`src/rtl/latch_bank.sv`:
```
// rtl/latch_bank.sv - bank of enable-loaded channels with snapshot and streamed readout
// Ports:
//   clk, rst        : rising-edge clock, synchronous active-high reset
//   en, d           : per-channel load enables, shared load data
//   q               : live channel contents, channel i at [i*WIDTH +: WIDTH]
//   snap            : freeze every channel into the shadow bank and start a stream
//   out_data, out_idx, out_valid, out_ready : shadow readout, one channel per handshake
//   busy            : stream in progress
//   ovf, clr_ovf    : sticky dropped-snapshot flag and its clear
module latch_bank #(
  parameter int WIDTH = 8,
  parameter int NCH   = 4,
  localparam int IDXW = $clog2(NCH)
) (
  input  logic                 clk,
  input  logic                 rst,
  input  logic [NCH-1:0]       en,
  input  logic [WIDTH-1:0]     d,
  output logic [NCH*WIDTH-1:0] q,
  input  logic                 snap,
  output logic [WIDTH-1:0]     out_data,
  output logic [IDXW-1:0]      out_idx,
  output logic                 out_valid,
  input  logic                 out_ready,
  output logic                 busy,
  output logic                 ovf,
  input  logic                 clr_ovf
);

  typedef enum logic {IDLE = 1'b0, STREAM = 1'b1} state_t;

  localparam logic [IDXW-1:0] LAST_IDX = IDXW'(NCH - 1);

  state_t                    state_q, state_d;
  logic [NCH-1:0][WIDTH-1:0] q_q, q_d;
  logic [NCH-1:0][WIDTH-1:0] shadow_q, shadow_d;
  logic [WIDTH-1:0]          out_data_q, out_data_d;
  logic [IDXW-1:0]           out_idx_q, out_idx_d;
  logic [IDXW-1:0]           next_idx;
  logic                      out_valid_q, out_valid_d;
  logic                      ovf_q, ovf_d;
  logic                      overrun;

  always_comb begin
    q_d = q_q;
    for (int i = 0; i < NCH; i++) begin
      if (en[i]) begin
        q_d[i] = d;
      end
    end

    state_d     = state_q;
    shadow_d    = shadow_q;
    out_data_d  = out_data_q;
    out_idx_d   = out_idx_q;
    out_valid_d = out_valid_q;
    overrun     = 1'b0;
    next_idx    = out_idx_q + 1'b1;

    case (state_q)
      IDLE: begin
        // Snapshot takes the pre-edge q so a same-cycle load is excluded.
        if (snap) begin
          shadow_d    = q_q;
          out_idx_d   = '0;
          out_data_d  = q_q[0];
          out_valid_d = 1'b1;
          state_d     = STREAM;
        end
      end
      STREAM: begin
        overrun = snap;
        if (out_ready) begin
          if (out_idx_q == LAST_IDX) begin
            out_idx_d   = '0;
            out_valid_d = 1'b0;
            state_d     = IDLE;
          end else begin
            // Preload the next word so out_data stays a plain register output.
            out_idx_d  = next_idx;
            out_data_d = shadow_q[next_idx];
          end
        end
      end
    endcase

    // Set has priority over clear so a same-cycle overrun is never lost.
    if (overrun) begin
      ovf_d = 1'b1;
    end else if (clr_ovf) begin
      ovf_d = 1'b0;
    end else begin
      ovf_d = ovf_q;
    end
  end

  always_ff @(posedge clk) begin
    if (rst) begin
      state_q     <= IDLE;
      q_q         <= '0;
      shadow_q    <= '0;
      out_data_q  <= '0;
      out_idx_q   <= '0;
      out_valid_q <= 1'b0;
      ovf_q       <= 1'b0;
    end else begin
      state_q     <= state_d;
      q_q         <= q_d;
      shadow_q    <= shadow_d;
      out_data_q  <= out_data_d;
      out_idx_q   <= out_idx_d;
      out_valid_q <= out_valid_d;
      ovf_q       <= ovf_d;
    end
  end

  assign q         = q_q;
  assign out_data  = out_data_q;
  assign out_idx   = out_idx_q;
  assign out_valid = out_valid_q;
  assign busy      = out_valid_q;
  assign ovf       = ovf_q;

endmodule
```
`config.mk`:
```
export PLATFORM = sky130hd
export DESIGN_NAME = latch_bank
export DESIGN_NICKNAME = d
export VERILOG_FILES = /design/src/rtl/latch_bank.sv
export SDC_FILE = /design/constraint.sdc
export NUM_CORES = 1
export LEC_CHECK = 0
export CORE_UTILIZATION = 40
export DETAILED_ROUTE_END_ITERATION = 8
export DONT_BUFFER_PORTS = 1
export GPL_TIMING_DRIVEN = 0
export PLACE_DENSITY = 0.61
export SYNTH_ARGS = -nofsm -noshare
export SYNTH_HDL_FRONTEND = slang
export SYNTH_SLANG_ARGS = --single-unit
export TNS_END_PERCENT = 30
```
`constraint.sdc`:
```
create_clock -name clk -period 2.78 [get_ports clk]
set_input_delay 0.556 -clock clk [delete_from_list [all_inputs] [get_ports clk]]
set_output_delay 0.556 -clock clk [all_outputs]
set_load 0.05 [all_outputs]
```
==> results.yml, run 1 <==
routing:
  drt_via_density: 5.38
  route.detailed.wl_per_inst_um: 18.8
  via_count: 2380
  detailed_router_iteration_count_before_antenna_repair: 5
  drt_iter0_drc: 145
  ant_nets: 0
  route.detailed.drc: 0
  wl_mm: 8.33
floorplanning:
  std_cell_rows: 31
  core_sq_um: 7290
  chipHeight_um: 89.1
  start_util: 0.416
  die_outline_width_um: 89.1
  boundaryPins: 62
  fp.dieArea_sq_um: 7930
layout:
  post-route-cell-area_sq_um: 3350
  area_growth_pct: 10.4
  final_core_util: 0.459
  num-nets-final: 356
  insertedDiodeCount: 0
  post_route_cells_drive_above_1_share: 0.0875
power_and_ir_drop:
  p_int_uw: 1680
  comb_power_share: 0.091
  power.share.clock: 0.350
  sw_frac_of_total: 0.302
  leakage_uw: 0.00129
  irDropWorstVdd_v: 0.000299
  power-per-cell-area_nw_per_um2: 719
  p_switching_uw: 727
  p_seq_frac: 0.559
critical_path:
  crit_fanout: 10
  critical_path_required_ns: 3.00
  worst-setup-path-type: "reg2reg"
  worstSetupEndpointType: "flip-flop"
  start_kind: "flip-flop"
  critical_path_arrival_ns: 2.51
logic_synthesis:
  synthesized_flop_and_latch_total: 77
  synth_top_area_frac: 0.508
  yosys_synthesis_warning_count: 0
  synth_edf_count: 0
  syn-cell-area_sq_um: 3030
  post_synth.cell_area_avg_sq_um: 9.27
  mappedNetlistNets: 345
  fraction_of_registers_with_async_set_reset: 0
  post-synth-top-area-cell: "dfxtp_1"
  top_post_synthesis_cells_by_area: "dfxtp_1 51%, mux2i_1 11%, nand2_1 8.0%"
  synth_cell_types: 26
  yosys_most_used_dff: "dfxtp_1"
  synth_commonest_cells: "77 x dfxtp_1, 65 x nand2_1, 36 x nor2_1, 34 x a21oi_1, 34 x mux2i_1"
  cell_count_after_synthesis: 327
  most_repeated_cell_in_the_gate_level_netlist_after_synthesis: "dfxtp_1"
  synth_sequential_area_ratio: 0.508
worst_hold_path:
  worst_hold_path_type: "in2reg"
place:
  finalWeightedCongestion: 0.790
  hpwl_mm: 5.42
  detailed_place.area_sq_um: 3160
  portBuffers: 0
clocking:
  clock_tree_from_tritoncts: "yes"
  clock_sink_count: 77
  cts_inserted_buffers: 9
  clock_path_buffers: 2
  cts-root-buf: "clkbuf_8"
  cts.hold.buffers_added: 0
  clkTransAtPathRegs_ns: 0.08
  cts_post_setup_buffers_inserted: 0
  cts.repair.resized: 0
  cts_htree_levels: 3
  latest_clock_arrival_within_the_worst_skew_pair_ns: 0.36
global_routing:
  gr-total-overflow: 0
  antenna_violations_before_repair: 0
  grt_pass1_vias: 2249
  track_usage: 0.223
  largest_net_degree_at_the_start_of_global_routing: 13
  grt_first_pass_wirelength_mm: 12.4
timing:
  timing.fmax_ghz: 0.438
  grt_setup_unrepaired: "false"
  setup_violations: 0
  finalHoldViolations: 0
  transition_at_the_pin_with_the_smallest_max_transition_slack_ns: 0.828
  skew_ns: 0.00623
  slew_viol_final: 0
  relSlewSlack: 0.448
  fin_tns_setup_ns: 0
  timing.final.crit_share: 0.822
  post-route-min-period_ns: 2.28
flow_run:
  max_cap_viols: 0
outcome:
  status: "finished, final reports clean"
critical path: stages, from the launching register on:
cell and delay, ns:
dfxtp_1 0.73, ha_1 0.36, buf_6 0.15, buf_6 0.15, mux2_1 0.31, a222oi_1 0.32, a211oi_1 0.12
layer usage:
layer,track usage,vias up,share of wire
li1,-,1143,-
met1,0.282,1109,0.45
met2,0.339,103,0.44
met4,0.108,0,0.034
met3,0.0803,25,0.077
met5,0,-,0
through the flow:
step / setup WS, ns / total power [uW] / hold slack, ns / std cells
after floorplan: 0.685 / 1520 / 0.432 / 327
after global placement: 0.516 / 1580 / 0.438 / 426
after detailed placement: 0.513 / 1590 / 0.445 / 426
after CTS: 0.486 / 2420 / 0.335 / 442
after global routing: 0.358 / 2500 / 0.330 / 442
final: 0.495 / 2410 / 0.344 / 442
cells in the final DEF, fill, tap and decap left out, types with 2 or more instances in the layout:
cell type	count
nand2b_1	2
buf_1	5
a211oi_1	8
a222oi_1	8
mux2_1	8
nand2_1	65
mux2i_1	34
dfxtp_1	77
clkbuf_1	19
buf_6	5
nor2_1	36
nor3_1	8
clkbuf_8	10
clkinv_2	2
mux2_2	8
a21oi_1	34
logic make-up (layout without fill, tap and decap cells):
kind of cell               after synthesis  after routing  share of synthesized area
muxes                                   50             50                      0.172
adders and majority gates                1              1                    0.00413
AOI/OAI and AO/OA                       51             51                      0.105
DFF                                     77             77                      0.508
and+or+nand+nor                        118            118                      0.159
buffers and inverters                   30             46                     0.0512
final cells by class:
type                       count  area, sq um
multi-input combinational    220         1340
tap                           99          124
clock inverter                 4         47.5
sequential                    77         1540
buffer                        29          151
clock buffer                  12          145
inverter                       1         3.75
fill                         757         3940
registers in the layout, summed over array words and instances (netlist names):
register / count
busy: 1
out_data: 8
out_idx: 2
ovf: 1
q: 32
shadow_q: 32
state_q: 1
path summary, 6_finish.rpt:
| check | startpoint | end | slack, ns | depth (start not counted) |
|---|---|---|---|---|
| max | out_idx[0] | out_data[6] | 0.50 | 6 |
| min reg2reg | shadow_q[17] | shadow_q[17] | 0.45 | 2 |
| max reg2reg | out_idx[0] | out_data[6] | 0.50 | 6 |
| min | d[2] | q[18] | 0.34 | 2 |
power groups by stage:
stage | Combinational, uW | Clock [uW] | Sequential (uW)
after floorplan | 165 | 0 | 1350
after global placement | 215 | 0 | 1370
after detailed placement | 219 | 0 | 1370
after CTS | 220 | 856 | 1340
after global routing | 241 | 908 | 1350
final | 220 | 842 | 1340
(Power assumes the default switching activity.)
==> run 2, diff against run 1 <==
- PLACE_DENSITY: 0.61 -> 0.63
- clock period: 2.78 -> 2 ns (I/O delays scaled with it)
==> run 2 against run 1 <==
  * Worst setup slack got worse by 0.42 ns
  * Total power increased by 38%
  * Critical endpoint is now out_data[7]
  * Die area unchanged
==> results.yml, run 2 (synthesis gave the netlist of run 1 again) <==
outcome:
  status: "finished, final reports clean"
clocking:
  cts_inserted_buffers: 9
  cts-root-buf: "clkbuf_8"
  clock_path_buffers: 2
  cts_htree_levels: 3
  clock_sink_count: 77
  clock_tree_from_tritoncts: "yes"
  latest_clock_arrival_within_the_worst_skew_pair_ns: 0.35
  clkTransAtPathRegs_ns: 0.08
critical_path:
  cp_slowest_stage_delay_ns: 0.42
  timing.rr.start: "out_idx[0]"
  critical_path_required_ns: 2.22
  crit_fanout: 8
  start_kind: "flip-flop"
  critPathBufInv: 2
  reg2reg_depth: 6
  top_family_by_delay_on_critical_path: "compound AO/OA/AOI/OAI gates"
  worst-setup-path-type: "reg2reg"
  critical_path_cell_count: 6
  worst_path_max_delay_cell: "dfxtp_4"
  crit_chain: "ha_1 -> buf_6 -> buf_4 -> mux2_2 -> a222oi_1 -> a211oi_1"
  worstReg2RegEnd: "out_data[7]"
  worstSetupEndpointType: "flip-flop"
  critical_path_arrival_ns: 2.14
  setup.reg_to_reg.worst_slack_ns: 0.08
timing:
  fin_tns_setup_ns: 0
  relSlewSlack: 0.432
  post-route-min-period_ns: 1.92
  timing.final.ws_setup_ns: 0.0751
  timing.fmax_ghz: 0.520
  finalHoldViolations: 0
  grt_setup_unrepaired: "false"
  skew_ns: 0.0116
  transition_at_the_pin_with_the_smallest_max_transition_slack_ns: 0.851
  slew_viol_final: 0
  timing.final.crit_share: 0.962
  setup_violations: 0
layout:
  layout_commonest_cell: "dfxtp_1"
  post-route-cell-area_sq_um: 3370
  post_route_cells_drive_above_1_share: 0.0988
  num-nets-final: 357
  mostFrequentLayoutCells: "75 x dfxtp_1, 65 x nand2_1, 36 x nor2_1"
  layout.cells.non_filler: 443
  fillers: 753
  insertedDiodeCount: 0
  area_growth_pct: 11.2
global_routing:
  largest_net_degree_at_the_start_of_global_routing: 13
  track_usage: 0.221
  grt_pass1_vias: 2296
  grt_first_pass_wirelength_mm: 12.4
  gr-total-overflow: 0
  antenna_violations_before_repair: 0
power_and_ir_drop:
  leakage_uw: 0.00131
  p_int_uw: 2330
  power.share.clock: 0.346
  power-per-cell-area_nw_per_um2: 988
  p_switching_uw: 997
  comb_power_share: 0.093
  p_seq_frac: 0.561
  sw_frac_of_total: 0.300
  irDropWorstVdd_v: 0.000519
floorplanning:
  chipHeight_um: 89.1
  boundaryPins: 62
  std_cell_rows: 31
  fp.dieArea_sq_um: 7930
  start_util: 0.416
  die_outline_width_um: 89.1
  core_sq_um: 7290
routing:
  via_count: 2338
  detailed_router_iteration_count_before_antenna_repair: 5
  drt_via_density: 5.28
  route.detailed.drc: 0
  wl_mm: 8.16
  drt_iter0_drc: 125
  ant_nets: 0
  route.detailed.wl_per_inst_um: 18.4
worst_hold_path:
  worst_hold_path.endpoint: "q[22]"
  worst_hold_path_type: "in2reg"
  holdPathStages: 2
  hold_path.startpoint: "d[6]"
place:
  post-place-ws_ns: -0.0289
  finalWeightedCongestion: 0.802
  numPlacedInstances: 426
  detailed_place.area_sq_um: 3160
  hpwl_mm: 5.45
  portBuffers: 0
flow_run:
  max_cap_viols: 0
==> run 2: worst max path at each step <==
stage,to,slack (ns),from
after detailed placement,out_data[6],-0.03,out_idx[0]
after global placement,out_data[6],-0.03,out_idx[0]
after floorplan,out_data[6],0.12,out_idx[0]
after global routing,out_data[3],0.01,out_idx[0]
final,out_data[7],0.08,out_idx[0]
after CTS,out_data[6],0.03,out_idx[0]
==> run 2: power groups by stage <==
stage               Sequential [uW]  Clock, uW  Combinational, uW
finish                         1870       1150                309
detailed placement             1910          0                303
global route                   1880       1220                341
global placement               1900          0                297
floorplan                      1880          0                230
CTS                            1870       1180                304
==> run 2: timing repair <==
action,in CTS,in global routing
setup endpoints to repair,3,4
gates resized for setup,2,2
pin swaps,0,1
buffers inserted,0,1
hold buffers,0,0
==> run 2: per-stage QoR <==
stage	power, uW	utilization	hold slack, ns
2_1_floorplan	2110	-	0.432
3_5_place_dp	2210	0.433	0.446
6_report	3330	0.462	0.194
5_1_grt	3440	0.462	0.189
3_3_place_gp	2200	0.433	0.438
4_1_cts	3350	0.460	0.188
==> run 2: worst register-to-register path, stage by stage (launching register included) <==
cell	delay [ns]
dfxtp_4	0.42
ha_1	0.33
buf_6	0.16
buf_4	0.12
mux2_2	0.32
a222oi_1	0.32
a211oi_1	0.13
==> run 2: area by class of cell <==
| class | instances | area, sq um | share of cell area |
|---|---|---|---|
| flip-flops and latches | 77 | 1550 | 0.460 |
| multi-input cells | 220 | 1340 | 0.396 |
| plain buffers | 29 | 160 | 0.0475 |
| clock buffers | 11 | 141 | 0.0419 |
| well taps | 99 | 124 | 0.0367 |
| clock inverters | 5 | 50.0 | 0.0148 |
| repair buffers | 1 | 7.51 | 0.00223 |
| inverters | 1 | 3.75 | 0.00111 |
==> run 2: metal layers <==
| metal | up-vias | track usage | part of all wire |
|---|---|---|---|
| met5 | - | 0 | 0 |
| met4 | 0 | 0.0938 | 0.027 |
| met3 | 20 | 0.0702 | 0.073 |
| met2 | 98 | 0.359 | 0.46 |
| met1 | 1081 | 0.271 | 0.44 |
| li1 | 1139 | - | - |
